### src/rtl/reg_file_mp.sv
// reg_file_mp
//   Multi-port integer register file with a per-register busy scoreboard.
//   Serves NUM_RD combinational source-operand reads and NUM_WR writebacks
//   per cycle. Tracks outstanding destination reservations so that issue can
//   detect RAW hazards. Register x0 reads as zero, is never busy, and ignores
//   writes and reservations.
//
//   Optional feature macro: REG_FILE_BYPASS_EN
//     defined   : a read of a register being written this cycle returns the
//                 write data and sees the busy bit already cleared
//     undefined : reads return stored state only
//
// Parameters
//   XLEN       data width
//   ADDR_WIDTH register address width, depth = 2**ADDR_WIDTH
//   NUM_RD     read ports (1..4)
//   NUM_WR     write ports (1..2)
//
// Ports
//   clk       in   rising-edge clock
//   rst       in   asynchronous active-low reset
//   rs_addr   in   read addresses, port i at [i*ADDR_WIDTH +: ADDR_WIDTH]
//   rs_data   out  read data, port i at [i*XLEN +: XLEN]
//   rs_busy   out  per read port: addressed register has a reservation
//   rd_web    in   per write port write enable, active-low
//   rd_addr   in   write addresses
//   rd_data   in   write data
//   rsv_en    in   reservation request
//   rsv_addr  in   register to reserve
//   rsv_ok    out  reservation accepted this cycle
module reg_file_mp #(
  parameter int XLEN       = 32,
  parameter int ADDR_WIDTH = 5,
  parameter int NUM_RD     = 2,
  parameter int NUM_WR     = 1
) (
  input  logic                         clk,
  input  logic                         rst,
  input  logic [NUM_RD*ADDR_WIDTH-1:0] rs_addr,
  output logic [NUM_RD*XLEN-1:0]       rs_data,
  output logic [NUM_RD-1:0]            rs_busy,
  input  logic [NUM_WR-1:0]            rd_web,
  input  logic [NUM_WR*ADDR_WIDTH-1:0] rd_addr,
  input  logic [NUM_WR*XLEN-1:0]       rd_data,
  input  logic                         rsv_en,
  input  logic [ADDR_WIDTH-1:0]        rsv_addr,
  output logic                         rsv_ok
);

  localparam int DEPTH = 1 << ADDR_WIDTH;

  logic [XLEN-1:0]       regs_q [DEPTH];
  logic [XLEN-1:0]       regs_d [DEPTH];
  logic [DEPTH-1:0]      busy_q;
  logic [DEPTH-1:0]      busy_d;

  logic [ADDR_WIDTH-1:0] ra     [NUM_RD];
  logic [ADDR_WIDTH-1:0] wa     [NUM_WR];
  logic [XLEN-1:0]       wd     [NUM_WR];
  logic [NUM_WR-1:0]     we;
  logic                  rsv_accept;
  logic [XLEN-1:0]       rd_val [NUM_RD];
  logic [NUM_RD-1:0]     rd_bsy;

  // Unpack the flat port buses; writes to x0 are dropped here once.
  always_comb begin
    for (int i = 0; i < NUM_RD; i++) begin
      ra[i] = rs_addr[i*ADDR_WIDTH +: ADDR_WIDTH];
    end
    for (int j = 0; j < NUM_WR; j++) begin
      wa[j] = rd_addr[j*ADDR_WIDTH +: ADDR_WIDTH];
      wd[j] = rd_data[j*XLEN +: XLEN];
      we[j] = ~rd_web[j] && (wa[j] != '0);
    end
  end

  // busy_q[0] is never set, so x0 always accepts. rsv_ok deliberately sees
  // only the stored busy bit: no path from rs_addr or the write ports.
  always_comb begin
    rsv_ok     = rsv_en & ~busy_q[rsv_addr];
    rsv_accept = rsv_ok && (rsv_addr != '0);
  end

  // Next state: writes in ascending port order so the highest-index port wins
  // a collision; the reservation is applied last so a new producer reserving
  // the register being written leaves it busy.
  always_comb begin
    regs_d = regs_q;
    busy_d = busy_q;
    for (int j = 0; j < NUM_WR; j++) begin
      if (we[j]) begin
        regs_d[wa[j]] = wd[j];
        busy_d[wa[j]] = 1'b0;
      end
    end
    if (rsv_accept) begin
      busy_d[rsv_addr] = 1'b1;
    end
  end

  always_ff @(posedge clk or negedge rst) begin
    if (!rst) begin
      for (int k = 0; k < DEPTH; k++) begin
        regs_q[k] <= '0;
      end
      busy_q <= '0;
    end else begin
      regs_q <= regs_d;
      busy_q <= busy_d;
    end
  end

  // Read ports: independent, aliasing allowed, x0 forced to zero / not busy.
  always_comb begin
    for (int i = 0; i < NUM_RD; i++) begin
      rd_val[i] = regs_q[ra[i]];
      rd_bsy[i] = busy_q[ra[i]];
`ifdef REG_FILE_BYPASS_EN
      for (int j = 0; j < NUM_WR; j++) begin
        if (we[j] && (wa[j] == ra[i])) begin
          rd_val[i] = wd[j];
          // A same-cycle accepted reservation keeps the pre-edge busy view.
          rd_bsy[i] = (rsv_accept && (rsv_addr == ra[i])) ? busy_q[ra[i]] : 1'b0;
        end
      end
`endif
      if (ra[i] == '0) begin
        rd_val[i] = '0;
        rd_bsy[i] = 1'b0;
      end
    end
  end

  always_comb begin
    rs_data = '0;
    rs_busy = '0;
    for (int i = 0; i < NUM_RD; i++) begin
      rs_data[i*XLEN +: XLEN] = rd_val[i];
      rs_busy[i]              = rd_bsy[i];
    end
  end

endmodule
### config.mk
export PLATFORM = sky130hd
export DESIGN_NAME = reg_file_mp
export DESIGN_NICKNAME = d
export VERILOG_FILES = /design/src/rtl/reg_file_mp.sv
export SDC_FILE = /design/constraint.sdc
export NUM_CORES = 2
export LEC_CHECK = 0
export ABC_AREA = 1
export ABC_CLOCK_PERIOD_IN_PS = 2000
export CORE_MARGIN = 5
export CORE_UTILIZATION = 30
export DETAILED_ROUTE_END_ITERATION = 10
export GPL_TIMING_DRIVEN = 0
export PLACE_DENSITY = 0.51
export SYNTH_ARGS = -nofsm -noshare
export SYNTH_HDL_FRONTEND = slang
export SYNTH_SLANG_ARGS = --single-unit
### constraint.sdc
create_clock -name clk -period 2 [get_ports clk]
set_input_delay 0.4 -clock clk [delete_from_list [all_inputs] [get_ports clk]]
set_output_delay 0.4 -clock clk [all_outputs]
set_load 0.01 [all_outputs]
# [Word level (Yosys, flattened, before mapping)]
# Cells that the tools add are included.
[classes] n_bitwise=9 n_mux=25 n_reduce_logical=9 order_cmp=10
[op_table] cell="1024-bit bitwise mux" n=1
[op_table] cell="32-bit binary-select mux with 5-bit select" n=2
[op_table] cell="32-bit two-way mux" n=9
[op_table] cell="32-bit demux with 5-bit select" n=1
[op_table] cell="32-bit bitwise AND" n=1
[op_table] cell="32-bit NOT" n=1
[op_table] cell="32-bit OR" n=1
[op_table] cell="5-bit by 6-bit less-than comparator with 1-bit output (second input constant)" n=4
[op_table] cell="6-bit >= comparator (second input constant)" n=3
[op_table] cell="5-bit NOT with 6-bit output" n=3
[op_table] cell="1-bit binary-select mux with 5-bit select" n=3
[op_table] cell="1-bit demux with 5-bit select" n=2
[op_table] cell="5-bit by 1-bit >= comparator with 1-bit output (second input constant)" n=2
[op_table] cell="5-bit logical NOT" n=2
[op_table] cell="5-bit nonzero test" n=2
[op_table] cell="1-bit two-way mux" n=7
[op_table] cell="6-bit by 1-bit less-than comparator with 1-bit output (second input constant)" n=1
[op_table] cell="1-bit logical AND" n=5
[op_table] cell="1-bit NOT" n=2
[op_table] cell="1-bit bitwise AND" n=1
[word_totals] word_cells=86 regBits=1056 output_inout_bits=67

# [Depth between registers and ports, before layout]
[logic_depth] ltp_word=9 mapped_depth=14

# [Worst setup path before layout]
# OpenSTA, ideal clock, no wires.
[synth_timing] path_kind="in2out" from="in rs_addr[0]" to="out rs_data[13]" stages=10 required_ns=1.600 arrival_time_ns=1.612 setup_slack_ns=-0.012 cell_sequence="buf_6 -> buf_6 -> buf_6 -> buf_6 -> buf_6 -> o21ai_1 -> nand3_1 -> a21oi_1 -> o21ai_0 -> nor2_1"
[synth_between] elab_chain_cells=5
[synth_lines] item="start, declared" line_no="39" rtl="input logic [NUM_RD*ADDR_WIDTH-1:0] rs_addr,"
[synth_lines] item="5-bit NOT with 6-bit output (not written as such)" line_no="116" rtl="rd_val[i] = regs_q[ra[i]];"
[synth_lines] item="32-bit binary-select mux with 5-bit select" line_no="116"
[synth_lines] item="32-bit two-way mux (not written as such) (2 in a row)" line_no="116"
[synth_lines] item="32-bit two-way mux (*)" line_no="127" rtl="if (ra[i] == '0) begin"
[synth_lines] item="end, declared" line_no="40" rtl="output logic [NUM_RD*XLEN-1:0] rs_data,"
# Every way passes the cells marked *; elsewhere a longest branch is shown, timed or not. The select of a mux whose other input is x is not followed.

# [Worst setup path in the final report]
[layout_timing] from="in rs_addr[6]" to="out rs_data[38]"
# The elaborated chain is that of the path after synthesis.

==> run metrics <==
status=complete, but fails checks; failing checks=hold timing, setup timing; Clock Latency Late Sink=0.87 ns; largest net degree at the start of global routing=roughly 160; worst path arrival time=approximately 2.9 ns; register bit count reported by yosys=1056; Filler Cells Inserted=between 20000 and 25000; Hold WC Path Type=primary input to asynchronous set/reset pin; CTS tree=done; Ports=about 120; Synth-to-Final Area Change=38.65%; global-route wire length before repair=approximately 700000 um; CTS buffer count=140; final clock skew=between 0.02 and 0.025 ns; clk sinks=roughly 1100; Post-Synthesis Cell Area=around 0.058 mm^2; number of H-tree levels=4; final instance area=0.08107 mm^2; Yosys top cell by area=dfrtp_1; fin crit share=1.624; P_int=48.22 mW; # rows=between 150 and 200; Max FO, Critical Path=11; grt total ovfl=0; CTS max path bufs=3; RSZ-0062 raised after global routing=true; minimum clock period=between 3 and 4 ns; worst vdd ir=0.7545 mV; CP max stage cell=o21ai_4; Stages on worst setup path=10; required time of the worst setup path=between 1.5 and 2 ns; placed inst area=0.06311 mm^2; post-route setup slack=-1.248 ns; IO buf count=114; Multi-input gate area=roughly 0.035 mm^2; Vias=~74000; clk slew on worst S/H paths=roughly 0.050 ns; EDFF count, synth=0; Final Max Slew Viols=0; Post-Syn Area per Cell=around 7 um^2; Comb power frac=0.297; Die Y-Extent=451.5 um; DR WL/cell=between 40 and 50 um; worst rel slew slack=0.1225; initial antenna violation count=a little over 90; Seq/Total Area, Yosys=0.4520; Reg2Reg Setup Slack=-0.14 ns; switching share of total power=0.4019; P_leak=34.90 nW; Tot GR Track Use=0.5216; CP Buf/Inv Count=5; Synth area leaders=dfrtp_1, nand2_1, o21ai_0; Yosys warning count=0; Initial Util=0.3008; crit path kind=primary input to output pin; CTS Root Buffer Type=clkbuf_16; Min Hold Slack=-0.5450 ns; Least-Margin Pin Slew=about 1.3 ns; number of global-route vias before repair=66900; via/cell ratio=around 6.5; fin nets=8784; Cell Pwr Density=a little under 1000 mW/mm^2; hpwl dp=between 400000 and 500000 um; NetSw=between 30 and 40 mW; asr flop ratio synth=1.000; chip width=around 450 um; share of cells above drive strength 1=0.2685; clock share of power=0.335; Synth Net Count=8320; Final ANT Viol Nets=0; Max-Cap Viols=0; slowest stage delay, CP=between 0.5 and 0.6 ns; storage element area=0.02647 mm^2; Hold Vio Cnt, Final=~130; CP startpoint kind=primary input; core footprint=between 0.15 and 0.2 mm^2; crit-path cells=buf_4, buf_12, buf_8, buf_6, nand3_1, nand3_1, a21oi_1, o21ai_4, nor2_1, buf_2; Yosys top cell area share=0.4520; DRT Pass-1 Iters=8; pre-CTS setup slack=-4.290 ns; GP Congestion=1.104; most used cell, CP=nand3_1; # setup viols final=248; fmax=a little over 300 MHz; number of cells on the worst reg-to-reg path=14; most frequent cells in the layout=nand2_1, o21ai_0, dfrtp_1; count of different cell masters after synthesis=30; dominant synthesized flop cell=dfrtp_1; delay-heaviest family, CP=buffers and inverters; Iter 0 DRT Violations=between 10000 and 15000; Residual DRC=0; Flop pwr share=0.368; final WL=between 500000 and 600000 um; Cells after Synth=between 8000 and 9000; Die Area=0.2038 mm^2; commonest non-fill, non-tap cell in the layout=nand2_1; Setup crit end kind=output pin; total negative slack=-82.62 ns
## timing repair
| action | 4_1_cts | 5_1_grt |
|---|---|---|
| setup endpoints to repair | 1154 | 687 |
| buffers inserted | 135 | 59 |
| gates resized for setup | 2863 | 510 |
| cloned | 13 | 10 |
| hold endpoints to repair | 121 | 121 |
| pin swaps | 346 | 330 |
## final timing paths
check	start	end
hold / removal	rst	regs_q[324]
hold reg to reg	regs_q[1016]	regs_q[1016]
max in group asynchronous	rst	regs_q[163]
setup / recovery	rs_addr[6]	rs_data[38]
min in group clk	rd_data[18]	regs_q[498]
setup reg to reg	busy_q[8]	busy_q[8]
## logic make-up (layout without fill, tap and decap cells)
group / Yosys count / after routing / share of synthesized area
AO/OA/AOI/OAI: 2107 / 2107 / 0.1853
buffers and inverters: 948 / 1522 / 0.07297
other: 0 / 49 / 0
flip-flops: 1056 / 1056 / 0.4520
AND/OR/NAND/NOR: 4153 / 4153 / 0.2897
## stage by stage
| step | cells | utilization | power, mW |
|---|---|---|---|
| 2_1_floorplan | 8264 | - | 36.71 |
| 3_3_place_gp | 10920 | 0.3231 | 47.02 |
| 3_5_place_dp | 10930 | 0.3247 | 47.40 |
| 4_1_cts | 11320 | 0.4026 | 77.84 |
| 5_1_grt | 11400 | 0.4166 | 81.86 |
| 6_report | 11430 | 0.4171 | 80.61 |
## power groups by stage
stage                     combinational [mW]  clock, mW  sequential (mW)
after CTS                               21.7       26.8             29.3
after global placement                  17.4          0             29.7
after floorplan                         8.71          0             28.0
after detailed placement                17.9          0             29.5
after global routing                    24.3       27.7             29.9
final                                   24.0       27.0             29.6
## per-layer routing
| metal | routed length (um) | track usage |
|---|---|---|
| met5 | 135 | 0.002799 |
| met1 | 188500 | 0.5840 |
| met4 | 76320 | 0.5593 |
| met2 | 224500 | 0.7428 |
| met3 | 63360 | 0.1782 |
## Yosys cell counts, types with 2 or more instances
cell,count
a21oi_1,490
buf_1,66
buf_2,266
buf_4,32
buf_6,32
clkbuf_1,375
clkinv_1,2
dfrtp_1,1056
inv_1,163
inv_2,9
nand2_1,2611
nand2_2,3
nand3_1,979
nor2_1,533
nor2_2,3
nor2_4,6
nor3_1,10
nor3_2,5
o21a_1,35
o21ai_0,1338
o21ai_1,114
o22ai_1,98
o31ai_1,31
## layout make-up
cell class / count / share of cell area
Clock inverter: 54 / 0.007485
Tap cell: 2542 / 0.03923
Timing Repair Buffer: 339 / 0.04860
Antenna cell: 49 / 0.001513
Inverter: 175 / 0.009754
Sequential cell: 1056 / 0.3265
Buffer: 756 / 0.08415
Clock buffer: 198 / 0.05101
Multi-Input combinational cell: 6260 / 0.4317
## registers in the layout, summed over array words and instances, names as in the netlist
signal	flops
busy_q	32
regs_q	1024
Power figures use the tool's default switching activity.
